[config.mk]
export PLATFORM = sky130hd
export DESIGN_NAME = mem_ctrl
export DESIGN_NICKNAME = d
export VERILOG_FILES = /design/src/rtl/mem_ctrl.sv
export SDC_FILE = /design/constraint.sdc
export NUM_CORES = 1
export LEC_CHECK = 0
export ABC_AREA = 1
export CAP_MARGIN = 20
export CORE_ASPECT_RATIO = 2
export CORE_UTILIZATION = 40
export DETAILED_ROUTE_END_ITERATION = 16
export PLACE_DENSITY = 0.65
export SLEW_MARGIN = 20
export SYNTH_ARGS = -nofsm -noshare
export SYNTH_HDL_FRONTEND = slang
export SYNTH_SLANG_ARGS = --single-unit
[constraint.sdc]
create_clock -name clk -period 2.61 [get_ports clk]
set_input_delay 0.3915 -clock clk [delete_from_list [all_inputs] [get_ports clk]]
set_output_delay 0.3915 -clock clk [all_outputs]
set_load 0.05 [all_outputs]
[src/rtl/mem_ctrl.sv]
`default_nettype none
// ============================================================================
// mem_ctrl : byte-serial RAM controller arbitrating instruction fetches and
//            LSB loads/stores onto a single byte-wide synchronous RAM port.
// Revision : 1.0
// ============================================================================
module mem_ctrl #(
   parameter int RD_LAT = 1
) (
   input  logic        clk,
   input  logic        rst_n,
   input  logic        ic_asking,
   input  logic [31:0] ic_addr,
   input  logic        ic_flush,
   output logic [31:0] ic_data,
   output logic        ic_data_ready,
   input  logic        lsb_valid,
   input  logic        lsb_wr,
   input  logic [31:0] lsb_addr,
   input  logic [1:0]  lsb_size,
   input  logic        lsb_signed,
   input  logic [31:0] lsb_wdata,
   output logic [31:0] lsb_rdata,
   output logic        lsb_done,
   input  logic [7:0]  mem_din,
   output logic [7:0]  mem_dout,
   output logic [31:0] mem_a,
   output logic        mem_wr
);
   typedef enum logic [1:0] {
      S_IDLE  = 2'd0,
      S_READ  = 2'd1,
      S_WRITE = 2'd2,
      S_DONE  = 2'd3
   } state_t;

   localparam logic [2:0] c_lat = 3'(RD_LAT);

   state_t      state_q, state_d;
   logic        is_fetch_q, is_fetch_d;
   logic        sgn_q, sgn_d;
   logic [2:0]  n_q, n_d;
   logic [2:0]  cyc_q, cyc_d;
   logic [31:0] addr_q, addr_d;
   logic [31:0] wdata_q, wdata_d;
   logic [31:0] buf_q, buf_d;
   logic        ic_pend_q, ic_pend_d;
   logic [31:0] ic_addr_q, ic_addr_d;
   logic [31:0] ic_data_q, ic_data_d;
   logic        ic_data_ready_q, ic_data_ready_d;
   logic [31:0] lsb_rdata_q, lsb_rdata_d;
   logic        lsb_done_q, lsb_done_d;
   logic [31:0] mem_a_q, mem_a_d;
   logic [7:0]  mem_dout_q, mem_dout_d;
   logic        mem_wr_q, mem_wr_d;

   logic        w_start_lsb, w_fetch_req, w_start_fetch;
   logic [2:0]  w_idx, w_lsb_n;
   logic [31:0] w_ext;

   always_comb begin
      state_d         = state_q;
      is_fetch_d      = is_fetch_q;
      sgn_d           = sgn_q;
      n_d             = n_q;
      cyc_d           = cyc_q;
      addr_d          = addr_q;
      wdata_d         = wdata_q;
      buf_d           = buf_q;
      ic_pend_d       = ic_pend_q;
      ic_addr_d       = ic_addr_q;
      ic_data_d       = ic_data_q;
      ic_data_ready_d = 1'b0;
      lsb_rdata_d     = lsb_rdata_q;
      lsb_done_d      = 1'b0;
      mem_a_d         = mem_a_q;
      mem_dout_d      = mem_dout_q;
      mem_wr_d        = mem_wr_q;
      w_ext           = '0;

      w_idx   = cyc_q - c_lat - 3'd1;
      w_lsb_n = (lsb_size == 2'b00) ? 3'd1 : (lsb_size == 2'b01) ? 3'd2 : 3'd4;

      // A completing fetch consumes its own pending flag; only a fresh ask counts.
      w_start_lsb   = (state_q == S_IDLE) && lsb_valid;
      w_fetch_req   = !ic_flush &&
                      (ic_asking || (ic_pend_q && !(state_q == S_DONE && is_fetch_q)));
      w_start_fetch = (state_q == S_IDLE || state_q == S_DONE) && !w_start_lsb && w_fetch_req;

      if (ic_flush) begin
         ic_pend_d = 1'b0;
      end else if (ic_asking) begin
         ic_pend_d = 1'b1;
         ic_addr_d = ic_addr;
      end else if (state_q == S_DONE && is_fetch_q) begin
         ic_pend_d = 1'b0;
      end

      case (state_q)
         S_READ: begin
            if (is_fetch_q && ic_flush) begin
               state_d = S_IDLE;
               mem_a_d = '0;
            end else begin
               cyc_d   = cyc_q + 3'd1;
               mem_a_d = (cyc_q < n_q) ? addr_q + {29'd0, cyc_q} : '0;
               if (cyc_q > c_lat && w_idx < n_q) begin
                  buf_d[{w_idx[1:0], 3'b000} +: 8] = mem_din;
               end
               if (cyc_q == n_q + c_lat) begin
                  state_d = S_DONE;
                  w_ext   = buf_d;
                  if (sgn_q && n_q == 3'd1 && buf_d[7])  w_ext[31:8]  = '1;
                  if (sgn_q && n_q == 3'd2 && buf_d[15]) w_ext[31:16] = '1;
                  if (is_fetch_q) begin
                     ic_data_d       = buf_d;
                     ic_data_ready_d = 1'b1;
                  end else begin
                     lsb_rdata_d = w_ext;
                     lsb_done_d  = 1'b1;
                  end
               end
            end
         end
         S_WRITE: begin
            if (cyc_q < n_q) begin
               mem_a_d    = addr_q + {29'd0, cyc_q};
               mem_dout_d = wdata_q[{cyc_q[1:0], 3'b000} +: 8];
               mem_wr_d   = 1'b1;
               cyc_d      = cyc_q + 3'd1;
            end else begin
               state_d    = S_DONE;
               lsb_done_d = 1'b1;
               mem_a_d    = '0;
               mem_dout_d = '0;
               mem_wr_d   = 1'b0;
            end
         end
         default: begin
            state_d    = S_IDLE;
            mem_a_d    = '0;
            mem_dout_d = '0;
            mem_wr_d   = 1'b0;
            if (w_start_lsb) begin
               is_fetch_d = 1'b0;
               addr_d     = lsb_addr;
               n_d        = w_lsb_n;
               sgn_d      = lsb_signed;
               wdata_d    = lsb_wdata;
               cyc_d      = 3'd1;
               buf_d      = '0;
               mem_a_d    = lsb_addr;
               if (lsb_wr) begin
                  state_d    = S_WRITE;
                  mem_wr_d   = 1'b1;
                  mem_dout_d = lsb_wdata[7:0];
               end else begin
                  state_d = S_READ;
               end
            end else if (w_start_fetch) begin
               is_fetch_d = 1'b1;
               addr_d     = ic_asking ? ic_addr : ic_addr_q;
               mem_a_d    = ic_asking ? ic_addr : ic_addr_q;
               n_d        = 3'd4;
               sgn_d      = 1'b0;
               cyc_d      = 3'd1;
               buf_d      = '0;
               state_d    = S_READ;
            end
         end
      endcase
   end

   always_ff @(posedge clk or negedge rst_n) begin
      if (!rst_n) begin
         state_q         <= S_IDLE;
         is_fetch_q      <= 1'b0;
         sgn_q           <= 1'b0;
         n_q             <= '0;
         cyc_q           <= '0;
         addr_q          <= '0;
         wdata_q         <= '0;
         buf_q           <= '0;
         ic_pend_q       <= 1'b0;
         ic_addr_q       <= '0;
         ic_data_q       <= '0;
         ic_data_ready_q <= 1'b0;
         lsb_rdata_q     <= '0;
         lsb_done_q      <= 1'b0;
         mem_a_q         <= '0;
         mem_dout_q      <= '0;
         mem_wr_q        <= 1'b0;
      end else begin
         state_q         <= state_d;
         is_fetch_q      <= is_fetch_d;
         sgn_q           <= sgn_d;
         n_q             <= n_d;
         cyc_q           <= cyc_d;
         addr_q          <= addr_d;
         wdata_q         <= wdata_d;
         buf_q           <= buf_d;
         ic_pend_q       <= ic_pend_d;
         ic_addr_q       <= ic_addr_d;
         ic_data_q       <= ic_data_d;
         ic_data_ready_q <= ic_data_ready_d;
         lsb_rdata_q     <= lsb_rdata_d;
         lsb_done_q      <= lsb_done_d;
         mem_a_q         <= mem_a_d;
         mem_dout_q      <= mem_dout_d;
         mem_wr_q        <= mem_wr_d;
      end
   end

   assign ic_data       = ic_data_q;
   assign ic_data_ready = ic_data_ready_q;
   assign lsb_rdata     = lsb_rdata_q;
   assign lsb_done      = lsb_done_q;
   assign mem_a         = mem_a_q;
   assign mem_dout      = mem_dout_q;
   assign mem_wr        = mem_wr_q;

endmodule
`default_nettype wire

==> flow_metrics.tcl, run 1 <==
set metrics [dict create \
    postRouteAntennaNets 0 \
    synth-simple-area-share_pct 29.1 \
    yosys.area_share.adder_pct 2.49 \
    grt_pass1_vias 11481 \
    synth_compound_area_share_pct 9.55 \
    synth_top_area_cell "dfrtp_1" \
    start_kind "register" \
    first_iter_violations 612 \
    rows 90 \
    p_sw_uw 8400 \
    rsz0062_at_grt "no" \
    hold_violations 0 \
    antenna_found_initial 1 \
    die_area_sq_um 31600 \
    pwr-share-seq_pct 31.9 \
    synth_cell_type_count 37 \
    first_pass_iters 4 \
    root_buffer "clkbuf_16" \
    cts_sinks 246 \
    syn_area_sq_um 12400 \
    r2r_cells 13 \
    dp_slack_ps 291 \
    place_congestion 0.931 \
    avgSynthCellArea_sq_um 7.69 \
    clkTransAtPathRegs_ps 60 \
    dp_hpwl_microns 29100 \
    grt_pass1_wl_microns 61900 \
    path_max_fanout 16 \
    finalCriticalPeriod_ps 2230 \
    gr-usage-all-layers_pct 25.4 \
    crit_start "cyc_q[1]$_DFFE_PN0P_" \
    synth.cells.most_frequent "675 x nand2_1, 246 x dfrtp_1, 141 x o21ai_0" \
    grt_max_degree 72 \
    relSlewSlack_pct 41.1 \
    cts_max_level 1 \
    cts_tree "yes" \
    synth_area_leaders "dfrtp_1 50%, nand2_1 21%, o21ai_0 5.7%" \
    power.leakage_uw 0.00778 \
    layout_setup_ws_ps 380 \
    instances_no_fill 2203 \
    die_w_microns 126 \
    place_inst 2160 \
    hold_path_depth 2 \
    endpoint "lsb_rdata[20]$_DFFE_PN0P_" \
    worstSetupPathType "reg -> reg" \
    synthFlopType "dfrtp_1" \
    yosysMostFrequentCell "nand2_1" \
    viasPerCell 5.10 \
    worstSkewPairLatency_ps 530 \
    ir_drop_v 0.000746 \
    tightest_slew_ps 884 \
    die_h_microns 251 \
    syn_to_final_growth_pct 29.1 \
    nNetsFinal 1956 \
    fin_skew_ps 13.3 \
    setup_viol 0 \
    synth.yosys.seq_area_share_pct 49.8 \
    dr_total_vias 11238 \
    synth_edf_count 0 \
    final_util_pct 52.6 \
    p_int_uw 10300 \
    cap_viol_max_count 0 \
    pwr-share-comb_pct 46.5 \
    postSynth.asyncResetShare_pct 100 \
    reg2reg_from "cyc_q[1]$_DFFE_PN0P_" \
    max_freq_ghz 0.448 \
    yosys_warnings 0 \
    worstHoldPathType "in -> reg" \
    drc 0 \
    drive_above_1_share_pct 5.89 \
    portBuffers 219 \
    outcome "complete, no violations" \
    final_max_slew_viol_count 0 \
    synth_xor_area_share_pct 0.567 \
    netlist_instances 1607 \
    num-fill-cells 2893 \
    synth.area.mux_share_pct 2.59 \
    routed_wl_microns 38700 \
    ys_ff_latch 246 \
    io_pins 220 \
    initial_utilization_pct 40.8 \
    p_sw_share_pct 45.0 \
    endpoint_kind "register" \
    overflow 0 \
    period_share_pct 85.5 \
    worstPathRequired_ps 3080 \
    cts_made_buffers 24 \
    clkPwrFrac_pct 21.6 \
    wl_per_cell_microns 17.6 \
    synth_top_family_by_area "simple AND/OR/NAND/NOR gates" \
    reg2reg_slack_ps 380 \
    fin_setup_tns_ps 0 \
    synth_top_cell_area_share_pct 49.8 \
    r2r_end "lsb_rdata[20]$_DFFE_PN0P_" \
    cts.path.max_buffers 3 \
    critPathArrivalTime_ps 2700 \
    core_sq_um 30300 \
    synthesis.nets 1744 \
    pwr_density_cell_nw_per_um2 1170 \
]
## per-layer routing
metal	wire, microns	vias to the layer above	global-route usage, %
li1	-	5560	-
met1	13200	5259	25.3
met2	21100	311	48.3
met3	1550	108	3.27
met4	2770	0	16.7
met5	0	-	0
## registers in the layout, summed over array words and instances, names as in the netlist, 2 cells and up
name and flops:
wdata_q 32, lsb_rdata 32, n_q 3, mem_a 32, addr_q 32, ic_data 32
ic_addr_q 32, buf_q 32, state_q 2, cyc_q 3, mem_dout 8
## worst min-delay path by stage
| stage | end | from |
|---|---|---|
| after CTS | ic_pend_q$_DFFE_PN0P_ | ic_flush |
| after global routing | ic_pend_q$_DFFE_PN0P_ | ic_flush |
| final | ic_pend_q$_DFFE_PN0P_ | ic_flush |
| after global placement | ic_data[6]$_DFFE_PN0P_ | rst_n |
| after detailed placement | ic_data[6]$_DFFE_PN0P_ | rst_n |
| after floorplan | addr_q[0]$_DFFE_PN0P_ | rst_n |
## cell families after synthesis
| kind of cell | count (synthesis) |
|---|---|
| simple gates | 896 |
| flops | 246 |
| compound gates | 226 |
| buf+inv | 175 |
| mux | 32 |
| fa+ha+maj | 24 |
| xor+xnor | 8 |
## power groups by stage
| stage | Combinational (uW) | Sequential (uW) | Clock (uW) |
|---|---|---|---|
| 2_1_floorplan | 3740 | 7820 | 0 |
| 3_3_place_gp | 8650 | 5990 | 0 |
| 3_5_place_dp | 8720 | 6010 | 0 |
| 4_1_cts | 8750 | 5970 | 4110 |
| 5_1_grt | 9500 | 6100 | 4250 |
| 6_report | 8680 | 5950 | 4030 |
## placed cells by master (no fill, tap or decap), types with 2 or more instances in the layout
cell type,n
a22o_1,2
nand2_1,675
a31oi_1,2
clkdlybuf4s50_1,216
o22ai_1,9
clkinv_1,3
o21ai_1,28
inv_2,6
nor2_2,4
o21ai_0,141
clkbuf_8,6
ha_1,23
nand3_1,93
buf_4,37
buf_2,2
buf_12,4
clkinv_2,2
a21oi_1,35
xor2_1,4
nand4_1,20
clkbuf_16,25
o21ai_2,3
nand2_2,8
inv_1,91
bufinv_16,6
dfrtp_1,246
mux2i_1,32
nor3_1,11
xnor2_1,4
nor2_1,80
a21o_1,2
## through the flow
stage          power, uW  hold slack, ps  area (sq um)
2_1_floorplan      11600            95.9         12400
3_3_place_gp       14600             363         15000
3_5_place_dp       14700             366         15000
4_1_cts            18800             107         15900
5_1_grt            19800             127         15900
6_report           18700             143         15900
## repair_timing
action,in CTS,in global routing
gates resized for setup,0,1
setup buffers,0,0
endpoints found under the setup margin,0,1
hold buffers,1,0
hold endpoints to repair,55,0
## final cells by class
class	count	area (sq um)	area share, %
clock inverters	9	198	1.24
well taps	368	460	2.89
inverters	100	375	2.35
clock buffers	32	712	4.47
multi-input cells	1186	5480	34.4
diodes	1	2.50	0.0157
repair buffers	261	2550	16.0
flip-flops and latches	246	6160	38.6
## worst max-delay path: stages (launching register included)
cell and delay [ps]:
dfrtp_1 350, inv_1 60, ha_1 270, inv_1 40, ha_1 310, a21oi_1 160
nand2_1 100, nor2_4 130, nand2_1 80, nand2_2 110, nand2_2 280, nand3_1 160
nand2_1 60, nand2_1 70
(Power assumes the default switching activity.)
==> run 2: changes to the inputs <==
--- a/config.mk
+++ b/config.mk
@@ -8,9 +8,10 @@
 export ABC_AREA = 1
 export CAP_MARGIN = 20
 export CORE_ASPECT_RATIO = 2
+export CORE_MARGIN = 3
 export CORE_UTILIZATION = 40
 export DETAILED_ROUTE_END_ITERATION = 16
-export PLACE_DENSITY = 0.65
+export PLACE_DENSITY = 0.62
 export SLEW_MARGIN = 20
 export SYNTH_ARGS = -nofsm -noshare
 export SYNTH_HDL_FRONTEND = slang
==> constraint.sdc (replaced) <==
create_clock -name clk -period 2.4 [get_ports clk]
set_input_delay 0.36 -clock clk [delete_from_list [all_inputs] [get_ports clk]]
set_output_delay 0.36 -clock clk [all_outputs]
set_load 0.05 [all_outputs]
==> flow_metrics.tcl, run 2 (synthesis gave the netlist of run 1 again) <==
set metrics [dict create \
    fin_skew_ps 8.11 \
    grt_pass1_wl_microns 62500 \
    power_uw 20400 \
    stdcell_area_sq_um 16100 \
    die_w_microns 130 \
    postRouteAntennaNets 0 \
    core_sq_um 30300 \
    first_iter_violations 661 \
    rsz0062_at_grt "yes" \
    period_share_pct 91.8 \
    io_pins 220 \
    fin_setup_tns_ps 0 \
    viasPerCell 5.10 \
    cts.path.max_buffers 3 \
    nNetsFinal 1968 \
    drc 0 \
    routed_wl_microns 40300 \
    overflow 0 \
    met1_length_microns 13800 \
    initial_utilization_pct 40.8 \
    reg2reg_from "cyc_q[1]$_DFFE_PN0P_" \
    die_area_sq_um 33100 \
    rows 90 \
    first_pass_iters 5 \
    gr-usage-all-layers_pct 24.4 \
    postPlaceCellArea_sq_um 15100 \
    cts_sinks 246 \
    final_common_cell "nand2_1" \
    wl_per_cell_microns 18.2 \
    endpoint_kind "register" \
    tightest_slew_ps 875 \
    layout_setup_ws_ps 196 \
    instances_no_fill 2218 \
    hold_violations 0 \
    final_cell_mix "675 x nand2_1, 245 x dfrtp_1, 216 x clkdlybuf4s50_1, 141 x o21ai_0, 93 x nand3_1" \
    dr_total_vias 11307 \
    place_inst 2171 \
    worstSkewPairLatency_ps 540 \
    path_cells "buf_4 -> ha_1 -> nand3_1 -> nand3_1 -> nand3_1 -> nor2_1 -> a21oi_1 -> o21ai_0" \
    wl_met2_microns 21600 \
    die_h_microns 255 \
    worstPathRequired_ps 2840 \
    antenna_found_initial 0 \
    grt_max_degree 66 \
    root_buffer "clkbuf_16" \
    outcome "complete, no violations" \
    start_kind "register" \
    cts_tree "yes" \
    max_freq_ghz 0.454 \
    portBuffers 219 \
    min_from "ic_flush" \
    cts_made_buffers 25 \
    final_max_slew_viol_count 0 \
    worstSetupPathType "reg -> reg" \
    critPathArrivalTime_ps 2640 \
    syn_to_final_growth_pct 30.4 \
    cap_viol_max_count 0 \
    pwr_density_cell_nw_per_um2 1270 \
    cpMostUsedCell "nand3_1" \
    wl_met3_microns 1940 \
    dp_hpwl_microns 30600 \
    power.leakage_uw 0.00787 \
    clkTransAtPathRegs_ps 60 \
    cts_max_level 1 \
    post-cts-setup-buffer-count 0 \
    finalCriticalPeriod_ps 2200 \
    place_congestion 0.901 \
    worstHoldPathType "in -> reg" \
    dp_slack_ps 67.3 \
    ir_drop_v 0.000724 \
    highest_layer "met4" \
    path_max_fanout 8 \
    grt_pass1_vias 11560 \
    relSlewSlack_pct 41.6 \
    critical-path-max-stage-delay_ps 410 \
    setup_viol 0 \
    crit_start "cyc_q[1]$_DFFE_PN0P_" \
    drive_above_1_share_pct 7.03 \
    worst_path_max_delay_cell "dfrtp_2" \
]
-- run 2: final timing paths --
kind / endpoint / cells past startpoint / slack, ps
min in group asynchronous: ic_data_ready$_DFF_PN0_ / 2 / 330
hold / removal: ic_pend_q$_DFFE_PN0P_ / 2 / 40
hold reg to reg: wdata_q[5]$_DFFE_PN0P_ / 2 / 470
setup / recovery: mem_a[27]$_DFF_PN0_ / 8 / 200
setup reg to reg: mem_a[27]$_DFF_PN0_ / 8 / 200
max in group asynchronous: lsb_rdata[22]$_DFFE_PN0P_ / 3 / 1340
-- run 2: timing repair --
| action | CTS | global route |
|---|---|---|
| endpoints found under the hold margin | 50 | 0 |
| gates resized for setup | 0 | 13 |
| endpoints found under the setup margin | 0 | 42 |
| hold buffers | 1 | 0 |
-- run 2: worst max-delay path, delay by kind of cell (launching register included) --
family,cells,cell delay (ps)
and+or+nand+nor,4,900
DFF,1,410
AOI/OAI and AO/OA,2,340
adders and majority gates,1,280
buffers and inverters,1,180
-- run 2: routing by layer --
metal,vias to the layer above,track usage (%)
li1,5585,-
met1,5295,24.9
met2,324,45.3
met3,103,3.65
met4,0,15.5
met5,-,0
-- run 2: through the flow --
step	util [%]	hold slack, ps
5_1_grt	53.2	29.5
3_3_place_gp	50.0	313
3_5_place_dp	50.0	319
2_1_floorplan	-	64.4
4_1_cts	53.0	7.24
6_report	53.2	40.2
-- run 2: final cells by class --
type | count | area, sq um
fill | 2901 | 14200
sequential | 246 | 6160
multi-input combinational | 1186 | 5520
timing repair buffer | 272 | 2700
clock buffer | 33 | 716
tap | 368 | 460
inverter | 100 | 375
clock inverter | 12 | 176
antenna | 1 | 2.50
-- run 2: power by group --
group	total (uW)	internal, uW	switching (uW)
logic	9670	3110	6570
registers	6490	5480	1010
clock network	4260	2540	1720
==> run 3: changes to the inputs <==
--- a/config.mk
+++ b/config.mk
@@ -12,7 +12,7 @@
 export CORE_UTILIZATION = 40
 export DETAILED_ROUTE_END_ITERATION = 16
 export PLACE_DENSITY = 0.62
-export SLEW_MARGIN = 20
+export SLEW_MARGIN = 25
 export SYNTH_ARGS = -nofsm -noshare
 export SYNTH_HDL_FRONTEND = slang
 export SYNTH_SLANG_ARGS = --single-unit
==> results of run 3 <==
Final layout, timing and power as in run 2 (identical DEF).
